[config.mk]
export PLATFORM = sky130hd
export DESIGN_NAME = fifo_ctrl_syn
export DESIGN_NICKNAME = d
export VERILOG_FILES = /design/src/rtl/fifo_ctrl_syn_pkg.sv /design/src/rtl/fifo_ctrl_syn_ptr.sv /design/src/rtl/fifo_ctrl_syn.sv
export SDC_FILE = /design/constraint.sdc
export NUM_CORES = 1
export LEC_CHECK = 0
export ABC_AREA = 1
export BUFFER_PORTS_ARGS = -buffer_cell sky130_fd_sc_hd__buf_2
export CELL_PAD_IN_SITES_DETAIL_PLACEMENT = 1
export CELL_PAD_IN_SITES_GLOBAL_PLACEMENT = 2
export CORE_MARGIN = 5
export CORE_UTILIZATION = 27
export CTS_BUF_LIST = sky130_fd_sc_hd__clkbuf_8
export DETAILED_ROUTE_END_ITERATION = 10
export HOLD_SLACK_MARGIN = 0.03
export PLACE_DENSITY = 0.83
export SETUP_SLACK_MARGIN = 0.3
export SYNTH_ARGS = -nofsm -noshare
export SYNTH_HDL_FRONTEND = slang
export SYNTH_HIERARCHICAL = 1
export SYNTH_SLANG_ARGS = --single-unit
[constraint.sdc]
create_clock -name clk -period 2.15 [get_ports clk]
set_clock_uncertainty 0.15 [all_clocks]
set_input_delay 0.43 -clock clk [delete_from_list [all_inputs] [get_ports clk]]
set_output_delay 0.43 -clock clk [all_outputs]
set_load 0.01 [all_outputs]
[src/rtl/fifo_ctrl_syn_pkg.sv]
// Shared defaults and types for the synchronous FIFO pointer/flag controller.
package fifo_ctrl_syn_pkg;

    localparam int unsigned FIFO_ADDR_WIDTH = 3;
    localparam int unsigned FIFO_DEPTH      = 2 ** FIFO_ADDR_WIDTH;
    localparam int unsigned FIFO_AF_THRESH  = FIFO_DEPTH - 2;
    localparam int unsigned FIFO_AE_THRESH  = 2;

    typedef struct packed {
        logic overflow;
        logic underflow;
    } err_flags_t;

endpackage : fifo_ctrl_syn_pkg

[src/rtl/fifo_ctrl_syn_ptr.sv]
// Wrap-bit pointer register: increments modulo 2**PTR_WIDTH, flushes to zero on clr_i.
module fifo_ctrl_syn_ptr #(
    parameter int unsigned PTR_WIDTH = 4
) (
    input  logic                 clk,
    input  logic                 rst_n,
    input  logic                 clr_i,
    input  logic                 inc_i,
    output logic [PTR_WIDTH-1:0] ptr_o
);

    logic [PTR_WIDTH-1:0] ptr_q;
    logic [PTR_WIDTH-1:0] ptr_d;

    always_comb begin
        ptr_d = ptr_q;
        if (clr_i) begin
            ptr_d = '0;
        end else if (inc_i) begin
            ptr_d = ptr_q + PTR_WIDTH'(1);
        end
    end

    always_ff @(posedge clk or negedge rst_n) begin
        if (!rst_n) begin
            ptr_q <= '0;
        end else begin
            ptr_q <= ptr_d;
        end
    end

    assign ptr_o = ptr_q;

endmodule : fifo_ctrl_syn_ptr

[src/rtl/fifo_ctrl_syn.sv]
// FIFO pointer and flag controller: gates requests into register-file strobes,
// tracks occupancy and keeps sticky overflow/underflow flags.
module fifo_ctrl_syn
    import fifo_ctrl_syn_pkg::*;
#(
    parameter int unsigned ADDR_WIDTH = FIFO_ADDR_WIDTH,
    parameter int unsigned DEPTH      = 2 ** ADDR_WIDTH,
    parameter int unsigned AF_THRESH  = DEPTH - 2,
    parameter int unsigned AE_THRESH  = FIFO_AE_THRESH
) (
    input  logic                  clk,
    input  logic                  rst_n,
    input  logic                  clr,
    input  logic                  wr_req,
    input  logic                  rd_req,
    output logic                  wr_en,
    output logic                  rd_en,
    output logic [ADDR_WIDTH-1:0] wr_addr,
    output logic [ADDR_WIDTH-1:0] rd_addr,
    output logic                  full,
    output logic                  empty,
    output logic                  almost_full,
    output logic                  almost_empty,
    output logic [ADDR_WIDTH:0]   count,
    output logic                  overflow,
    output logic                  underflow
);

    localparam logic [ADDR_WIDTH:0] AF_T = AF_THRESH[ADDR_WIDTH:0];
    localparam logic [ADDR_WIDTH:0] AE_T = AE_THRESH[ADDR_WIDTH:0];

    logic [ADDR_WIDTH:0] wr_ptr;
    logic [ADDR_WIDTH:0] rd_ptr;
    err_flags_t          err_q;
    err_flags_t          err_d;

    // rst_n gates the strobes so nothing reaches storage while held in reset.
    assign wr_en = wr_req & ~full  & ~clr & rst_n;
    assign rd_en = rd_req & ~empty & ~clr & rst_n;

    fifo_ctrl_syn_ptr #(.PTR_WIDTH(ADDR_WIDTH + 1)) u_wr_ptr (
        .clk   (clk),
        .rst_n (rst_n),
        .clr_i (clr),
        .inc_i (wr_en),
        .ptr_o (wr_ptr)
    );

    fifo_ctrl_syn_ptr #(.PTR_WIDTH(ADDR_WIDTH + 1)) u_rd_ptr (
        .clk   (clk),
        .rst_n (rst_n),
        .clr_i (clr),
        .inc_i (rd_en),
        .ptr_o (rd_ptr)
    );

    assign wr_addr      = wr_ptr[ADDR_WIDTH-1:0];
    assign rd_addr      = rd_ptr[ADDR_WIDTH-1:0];
    assign count        = wr_ptr - rd_ptr;
    assign empty        = (wr_ptr == rd_ptr);
    assign full         = (wr_ptr[ADDR_WIDTH] != rd_ptr[ADDR_WIDTH]) &&
                          (wr_ptr[ADDR_WIDTH-1:0] == rd_ptr[ADDR_WIDTH-1:0]);
    assign almost_full  = (count >= AF_T);
    assign almost_empty = (count <= AE_T);

    always_comb begin
        err_d = err_q;
        if (clr) begin
            err_d = '0;
        end else begin
            if (wr_req && full) begin
                err_d.overflow = 1'b1;
            end
            if (rd_req && empty) begin
                err_d.underflow = 1'b1;
            end
        end
    end

    always_ff @(posedge clk or negedge rst_n) begin
        if (!rst_n) begin
            err_q <= '0;
        end else begin
            err_q <= err_d;
        end
    end

    assign overflow  = err_q.overflow;
    assign underflow = err_q.underflow;

endmodule : fifo_ctrl_syn

**Yosys cells after proc, flatten, opt, wreduce, memory -nomap -nowiden**

Index checks and enable logic that the tools add are counted.
W data, S select, Z words.

- Reduce and logical (&&, ||, !) cells: 7
- Mux-type cells: 7
- Bitwise gates (word level): 9
- $lt $le $gt $ge: 2
- $add $sub $neg: 3
- Eq/ne operators: 3

Operator list:

| kind | count |
|---|---|
| $mux W4 | 4 |
| $add A4 B1 Y4 const B | 2 |
| $reduce_bool A2 Y1 | 4 |
| $and A1 B1 Y1 | 6 |
| $eq A4 B4 Y1 | 1 |
| $ge A4 B3 Y1 const B | 1 |
| $le A4 B2 Y1 const B | 1 |
| $sub A4 B4 Y4 | 1 |
| $eq A3 B3 Y1 | 1 |
| $logic_and A1 B1 Y1 | 3 |
| $not A1 Y1 | 3 |
| $mux W1 | 2 |
| $mux W2 | 1 |
| $ne A1 B1 Y1 | 1 |

- Register bits after elaboration: 10
- Input port bits: 5
- Output and inout bits: 18

**Logic depth before layout (Yosys ltp)**

Gate-level depths: netlist (run 1).

- Depth in word-level cells: 8
- Mapped depth: 12
- Depth with buffers taken out: 12

**Modules after synthesis**

Netlist (run 1), hierarchy kept.

Modules (own cells, without submodules):

| module | area each (sq um) | cells an instance | instances |
|---|---|---|---|
| fifo_ctrl_syn_ptr | 201.4 | 24 | 2 |
| fifo_ctrl_syn | 302.8 | 51 | 1 |

**Worst setup path before layout (run 1)**

No wires, ideal clock.

- Kind: register to output
- From: register u_wr_ptr.ptr_q[0] (netlist: u_wr_ptr/ptr_o[0])
- To: output port almost_empty
- Setup slack: -0.045 ns
- Cell stages (with the launch flop): 8
- Arrival: 1.615 ns
- Data required time: 1.570 ns
- Path through: dfrtp_1 inv_1 ha_1 fa_1 xnor2_1 inv_1 o21ai_1 nor2_1

- Longest elaborated chain between the ends: 2

RTL lines:

| element | line | source |
|---|---|---|
| start, declared | fifo_ctrl_syn_ptr.sv:12 | `logic [PTR_WIDTH-1:0] ptr_q;` |
| start signal, assigned | fifo_ctrl_syn_ptr.sv:28 | `ptr_q <= ptr_d;` |
| $sub A4 B4 Y4 | fifo_ctrl_syn.sv:59 | `assign count = wr_ptr - rd_ptr;` |
| net count[2] | fifo_ctrl_syn.sv:24 | `output logic [ADDR_WIDTH:0] count,` |
| $le A4 B2 Y1 | fifo_ctrl_syn.sv:64 | `assign almost_empty = (count <= AE_T);` |
| end, declared | fifo_ctrl_syn.sv:23 | `output logic almost_empty,` |

The timed path passes the listed nets, and every way through them passes these cells.

**Worst setup path after layout (run 1)**

- From: register u_wr_ptr.ptr_q[0] (netlist: u_wr_ptr/ptr_o[0])
- To: output port almost_full

- Longest elaborated chain between the ends: 2

RTL lines:

| element | line | source |
|---|---|---|
| $sub A4 B4 Y4 | fifo_ctrl_syn.sv:59 |  |
| $ge A4 B3 Y1 | fifo_ctrl_syn.sv:63 | `assign almost_full = (count >= AF_T);` |
| end, declared | fifo_ctrl_syn.sv:22 | `output logic almost_full,` |

No other way between the ends.

==> impl_metrics.tcl, run 1 <==
set metrics [dict create \
    dp_slack_ns 0.0579 \
    gp_congestion 0.693 \
    power.leakage_uw 0.000694 \
    port_buffers 22 \
    dp_cells 154 \
    multi_input_area_um2 542 \
    syn_nets 110 \
    dr_total_vias 827 \
    grt_usage_pct 14.5 \
    finalHoldViolCount 0 \
    outcome "complete, but fails checks" \
    maxUsedRoutingLayer "met4" \
    hold-worst-slack_ns 0.356 \
    relSlewSlack_pct 85.8 \
    tightest_slew_ns 0.214 \
    ios 23 \
    drive_gt1_share_pct 60.8 \
    rsz0062_at_grt "true" \
    wl_met2_um 1530 \
    drtIter0Drc 10 \
    finalPower_uw 1290 \
    syn_area_per_cell_um2 7.13 \
    worst_setup_path_start_kind "flop" \
    layout_common_cells "17 x nand2_1, 17 x buf_4, 15 x buf_2" \
    min_path_cells 3 \
    grt_first_pass_wirelength_um 3900 \
    die_x_um 61.1 \
    cp.arrival_ns 1.71 \
    wl_met1_um 967 \
    area_delta_synth_final_pct 85.8 \
    fillers 300 \
    crit_family "adder cells" \
    violations "negative setup slack" \
    setup_ws_ns -0.140 \
    crit_top_cell "inv_2" \
    syn-instance-count 99 \
    setup_tns_ns -0.298 \
    grt_pass1_vias 852 \
    path_cells "inv_2 > ha_4 > fa_2 > inv_2 > nand2_1 > nand3_2 > buf_6" \
    max_cap_viol_count 0 \
    cts_buffer_depth 2 \
    wire_per_inst_um 14.6 \
    setup_violations 4 \
    cp_max_fo 2 \
    ys_ff_latch 10 \
    clkTransAtPathRegs_ns 0.05 \
    drt-pass1-iter-count 4 \
    cp-end-kind "primary output" \
    place_hpwl_um 1690 \
    reg2reg_depth 13 \
    synth_area_um2 706 \
    antenna_cells 0 \
    ctsRootBufferMaster "clkbuf_8" \
    power.density_nw_per_um2 987 \
    cts.sink_count 10 \
    die_area_um2 3740 \
    ir_worst_vdd_mv 0.657 \
    path_depth 7 \
    path_class "flop to primary output" \
    path_buf_inv 3 \
    final_cells 178 \
    global_route.overflow_total 0 \
    required_ns 1.57 \
    max_freq_mhz 437 \
    cts_buffers 3 \
    rows 18 \
    met3WireLength_um 84 \
    start_util_pct 28.2 \
    antenna_found_initial 0 \
    hold_class "primary input to flop" \
    nets 161 \
    die_h_um 61.1 \
    postRouteAntennaNets 0 \
    core_area_um2 2500 \
    h-tree-depth 1 \
    period_share_pct 107 \
    slew_violations 0 \
    yosys_warnings 6 \
    clock_latency_ns 0.23 \
    yosysSeqAreaShare_pct 35.5 \
    synth_cell_type_count 13 \
    seqCellArea_um2 253 \
    grt_max_degree 11 \
    routed_wl_um 2610 \
    cp_slowest_cell "fa_2" \
    tritoncts "yes" \
    crit_path_max_incr_delay_ns 0.54 \
    avgViaCountPerCell 4.65 \
    drc 0 \
    fin_crit_ns 2.29 \
]
==> metal layers <==
layer,up-vias,GRT usage (%)
met5,-,0
met3,2,1.89
met1,395,15.7
met2,25,27.5
met4,0,6.50
li1,405,-
==> cell families (layout without fill, tap and decap cells) <==
family,Yosys count,count (layout),share of synthesized area (%)
AO/OA/AOI/OAI,10,10,7.09
XOR/XNOR,1,1,1.24
adder cells (fa/ha/maj),6,6,11.7
buffers and inverters,21,70,11.2
flip-flops,10,10,35.5
AND/OR/NAND/NOR,51,51,33.3
==> path summary, 6_finish.rpt <==
check	start	to	slack, ns
setup reg to reg	u_wr_ptr/ptr_o[1]$_DFFE_PN0P_	u_wr_ptr/ptr_o[3]$_DFFE_PN0P_	0.08
hold reg to reg	underflow$_DFFE_PN0P_	underflow$_DFFE_PN0P_	0.37
min in group asynchronous	rst_n	u_rd_ptr/ptr_o[3]$_DFFE_PN0P_	0.53
setup / recovery	u_wr_ptr/ptr_o[0]$_DFFE_PN0P_	almost_full	-0.14
max in group asynchronous	rst_n	u_rd_ptr/ptr_o[1]$_DFFE_PN0P_	1.16
hold / removal	rd_req	underflow$_DFFE_PN0P_	0.36
==> worst min-delay path, delay by kind of cell <==
family,cells,cell delay (ns)
compound gates,1,0.06
buf+inv,1,0.11
simple gates,1,0.08
==> layout make-up <==
cell class              instances  share of cell area [%]
repair buffers                 46                    27.4
flip-flops and latches         10                    19.3
clock buffers                   3                    3.15
inverters                      21                    6.01
well taps                      30                    2.86
multi-input cells              68                    41.3
==> cell usage after synthesis <==
cell	instances	area, µm²
nand3_1	11	55.1
nand2_1	25	93.8
nor2_2	2	12.5
fa_1	1	20.0
nand2_2	1	6.26
o21ai_1	1	5.00
ha_1	5	62.6
inv_1	21	78.8
a21oi_1	9	45.0
dfrtp_1	10	250
nor2_1	9	33.8
xnor2_1	1	8.76
nor2_4	3	33.8
==> power breakdown <==
part | switching, µW | total [µW] | internal [µW]
clock | 65.6 | 187 | 122
sequential | 24.8 | 239 | 214
combinational | 430 | 868 | 438
total | 521 | 1290 | 774
==> timing repair <==
action	in CTS	in global routing
endpoints found under the hold margin	10	0
setup endpoints to repair	13	14
setup buffers	11	9
hold buffers	1	0
pin swaps	21	22
resized for setup	34	12
==> metrics by stage <==
| step | area [µm²] | utilization [%] |
|---|---|---|
| global route | 1310 | 52.5 |
| floorplan | 751 | - |
| finish | 1310 | 52.5 |
| detailed placement | 921 | 36.8 |
| global placement | 921 | 36.8 |
| CTS | 1200 | 47.8 |
==> state kept, by name, summed over array words and instances (netlist names) <==
name and count:
overflow 1, u_wr_ptr/ptr_o 4, underflow 1, u_rd_ptr/ptr_o 4
No activity file was read; power rests on OpenSTA's default activity.
==> run 2, diff against run 1 <==
--- a/config.mk
+++ b/config.mk
@@ -10,7 +10,7 @@
 export CELL_PAD_IN_SITES_DETAIL_PLACEMENT = 1
 export CELL_PAD_IN_SITES_GLOBAL_PLACEMENT = 2
 export CORE_MARGIN = 5
-export CORE_UTILIZATION = 27
+export CORE_UTILIZATION = 30
 export CTS_BUF_LIST = sky130_fd_sc_hd__clkbuf_8
 export DETAILED_ROUTE_END_ITERATION = 10
 export HOLD_SLACK_MARGIN = 0.03
@@ -18,5 +18,4 @@
 export SETUP_SLACK_MARGIN = 0.3
 export SYNTH_ARGS = -nofsm -noshare
 export SYNTH_HDL_FRONTEND = slang
-export SYNTH_HIERARCHICAL = 1
 export SYNTH_SLANG_ARGS = --single-unit
==> run 2 against run 1 <==
Against the previous run:
- the flow still finishes with violations (negative setup slack)
- critical endpoint is now almost_empty
- critical path type unchanged
- register-to-register slack improved by 0.33 ns
- global-route usage fell by 0.53 points
- cell count rose by 0.56%
- total power fell by 47%
- area after synthesis rose by 27%
- die area rose by 12%
- hold slack got worse by 0.080 ns
==> impl_metrics.tcl, run 2 <==
set metrics [dict create \
    outcome "complete, but fails checks" \
    violations "negative setup slack" \
    max_cap_viol_count 0 \
    postPlaceCellArea_um2 1070 \
    power.leakage_uw 0.000724 \
    cts_buffers 3 \
    dr_total_vias 827 \
    netlist_top_cells_count "25 x nand2_1, 12 x inv_1, 11 x nand3_1, 10 x dfrtp_1" \
    slew_violations 0 \
    avgViaCountPerCell 4.62 \
    hold_class "primary input to flop" \
    drive_gt1_share_pct 54.1 \
    ios 23 \
    crit_family "adder cells" \
    postRouteAntennaNets 0 \
    tritoncts "yes" \
    synth_top_area_share_pct 27.9 \
    cp_slowest_cell "fa_2" \
    syn_nets 120 \
    global_route.overflow_total 0 \
    clkTransAtPathRegs_ns 0.05 \
    start_util_pct 31.9 \
    synth_cell_type_count 27 \
    antenna_cells 0 \
    synth_area_um2 896 \
    cp-end-kind "primary output" \
    combPwrFrac_pct 34.9 \
    rsz0062_at_grt "true" \
    cp.arrival_ns 1.69 \
    finalPower_uw 681 \
    routed_wl_um 2460 \
    sequentialPowerShare_pct 29.6 \
    synth_edf_count 0 \
    h-tree-depth 1 \
    path_buf_inv 1 \
    fin_crit_ns 2.27 \
    drtIter0Drc 11 \
    die_x_um 64.6 \
    path_class "flop to primary output" \
    ys_ff_latch 10 \
    clock_latency_ns 0.24 \
    tightest_slew_ns 0.212 \
    required_ns 1.57 \
    setup_violations 2 \
    setup_tns_ns -0.223 \
    area_delta_synth_final_pct 46.2 \
    dp_slack_ns 0.0582 \
    yosys.cell_count.top_type "nand2_1" \
    die_h_um 64.6 \
    yosys_warnings 0 \
    synth_area_leaders "dfrtp_1 28%, nand2_1 10%, ha_1 7.0%, nand3_1 6.1%, buf_4 5.0%" \
    grt_pass1_vias 959 \
    power.density_nw_per_um2 520 \
    worst_setup_path_start_kind "flop" \
    power.switching_uw 214 \
    drt-pass1-iter-count 2 \
    ir_worst_vdd_mv 0.241 \
    synthArstFlopShare_pct 100 \
    path_cells "ha_4 > fa_2 > o21ai_1 > nor2_1 > buf_2" \
    yosysSeqAreaShare_pct 27.9 \
    hold-worst-slack_ns 0.276 \
    p_int_uw 467 \
    synth_area_leader_cell "dfrtp_1" \
    setup_ws_ns -0.115 \
    cts.sink_count 10 \
    drc 0 \
    synth_ff_type "dfrtp_1" \
    switching_share_pct 31.4 \
    syn-instance-count 109 \
    grt_max_degree 12 \
    power_frac_clock_pct 35.5 \
    crit_path_max_incr_delay_ns 0.55 \
    cts_buffer_depth 2 \
    finalHoldViolCount 0 \
    antenna_found_initial 0 \
    die_area_um2 4180 \
    place_hpwl_um 1880 \
    max_freq_mhz 441 \
    port_buffers 22 \
    grt_usage_pct 13.9 \
    finish.instance_area_um2 1310 \
    ctsRootBufferMaster "clkbuf_8" \
    relSlewSlack_pct 85.9 \
    core_area_um2 2810 \
    syn_area_per_cell_um2 8.22 \
    grt_first_pass_wirelength_um 4490 \
    mostFrequentLayoutCell "nand2_1" \
    layout_common_cells "25 x nand2_1, 19 x buf_4, 17 x buf_2" \
    rows 19 \
    period_share_pct 105 \
    nets 160 \
    cp_max_fo 3 \
    wire_per_inst_um 13.7 \
    gp_congestion 0.768 \
]
## run 2: changes by cell type after synthesis, sizes merged, moves of 4 or more
cell,change
nand2,+11
buf,+7
nor2,-7
a21oi,-6
inv,-4
## run 2: cell families after synthesis
group           share of synthesized area [%]
buf+inv                                  14.5
simple gates                             41.9
xor+xnor                                 2.93
compound gates                           3.49
fa+ha+maj                                9.22
flops                                    27.9
## run 2: final cells by class
class | count | area, µm²
fill | 355 | 1500
sequential | 10 | 251
timing repair buffer | 42 | 294
tap | 31 | 38.8
multi-input combinational | 74 | 588
inverter | 18 | 82.6
clock buffer | 4 | 55.1
## run 2: path summary, 6_finish.rpt
| path | start | endpoint | slack [ns] | depth (start not counted) |
|---|---|---|---|---|
| setup reg to reg | u_rd_ptr.ptr_o[2]$_DFFE_PN0P_ | u_wr_ptr.ptr_o[3]$_DFFE_PN0P_ | 0.41 | 11 |
| setup / recovery | u_rd_ptr.ptr_o[0]$_DFFE_PN0P_ | almost_empty | -0.12 | 5 |
| min in group asynchronous | rst_n | u_wr_ptr.ptr_o[0]$_DFFE_PN0P_ | 0.54 | 3 |
| max in group asynchronous | rst_n | u_rd_ptr.ptr_o[1]$_DFFE_PN0P_ | 1.15 | 3 |
| hold / removal | clr | underflow$_DFFE_PN0P_ | 0.28 | 2 |
| hold reg to reg | underflow$_DFFE_PN0P_ | underflow$_DFFE_PN0P_ | 0.39 | 2 |
## run 2: layer usage
| metal | GRT usage, % | part of all wire, % | vias up | wire length [µm] |
|---|---|---|---|---|
| met5 | 0 | 0 | - | 0 |
| met4 | 7.12 | 1.5 | 0 | 38 |
| met3 | 1.90 | 3.1 | 4 | 75 |
| met2 | 24.9 | 53 | 12 | 1300 |
| met1 | 16.3 | 42 | 399 | 1040 |
| li1 | - | - | 412 | - |
## run 2: repair_timing
action | 4_1_cts | 5_1_grt
pin swaps | 12 | 6
hold buffers | 1 | 0
buffers inserted | 7 | 4
endpoints found under the hold margin | 10 | 0
gates resized for setup | 15 | 3
endpoints found under the setup margin | 9 | 9
## run 2: worst register-to-register path, cell delays in order, from the launching register on
cell      delay (ns)
dfrtp_1         0.37
inv_2           0.06
ha_4            0.30
buf_4           0.13
nand3_4         0.09
clkinv_4        0.09
nand2_4         0.06
nand2_8         0.09
buf_4           0.13
nand2_1         0.06
nand2_1         0.07
nand2_1         0.05
## run 2: stage by stage
stage               utilization, %  std cells
detailed placement            38.1        163
global route                  46.7        179
global placement              38.1        163
floorplan                        -        109
finish                        46.7        179
CTS                           45.4        175
## run 2: power by group through the flow
stage                     Combinational, µW  Sequential, µW  Clock [µW]
after global placement                  186             203           0
after floorplan                         124             208           0
after CTS                               222             201         252
final                                   238             201         242
after global routing                    262             203         264
after detailed placement                191             204           0
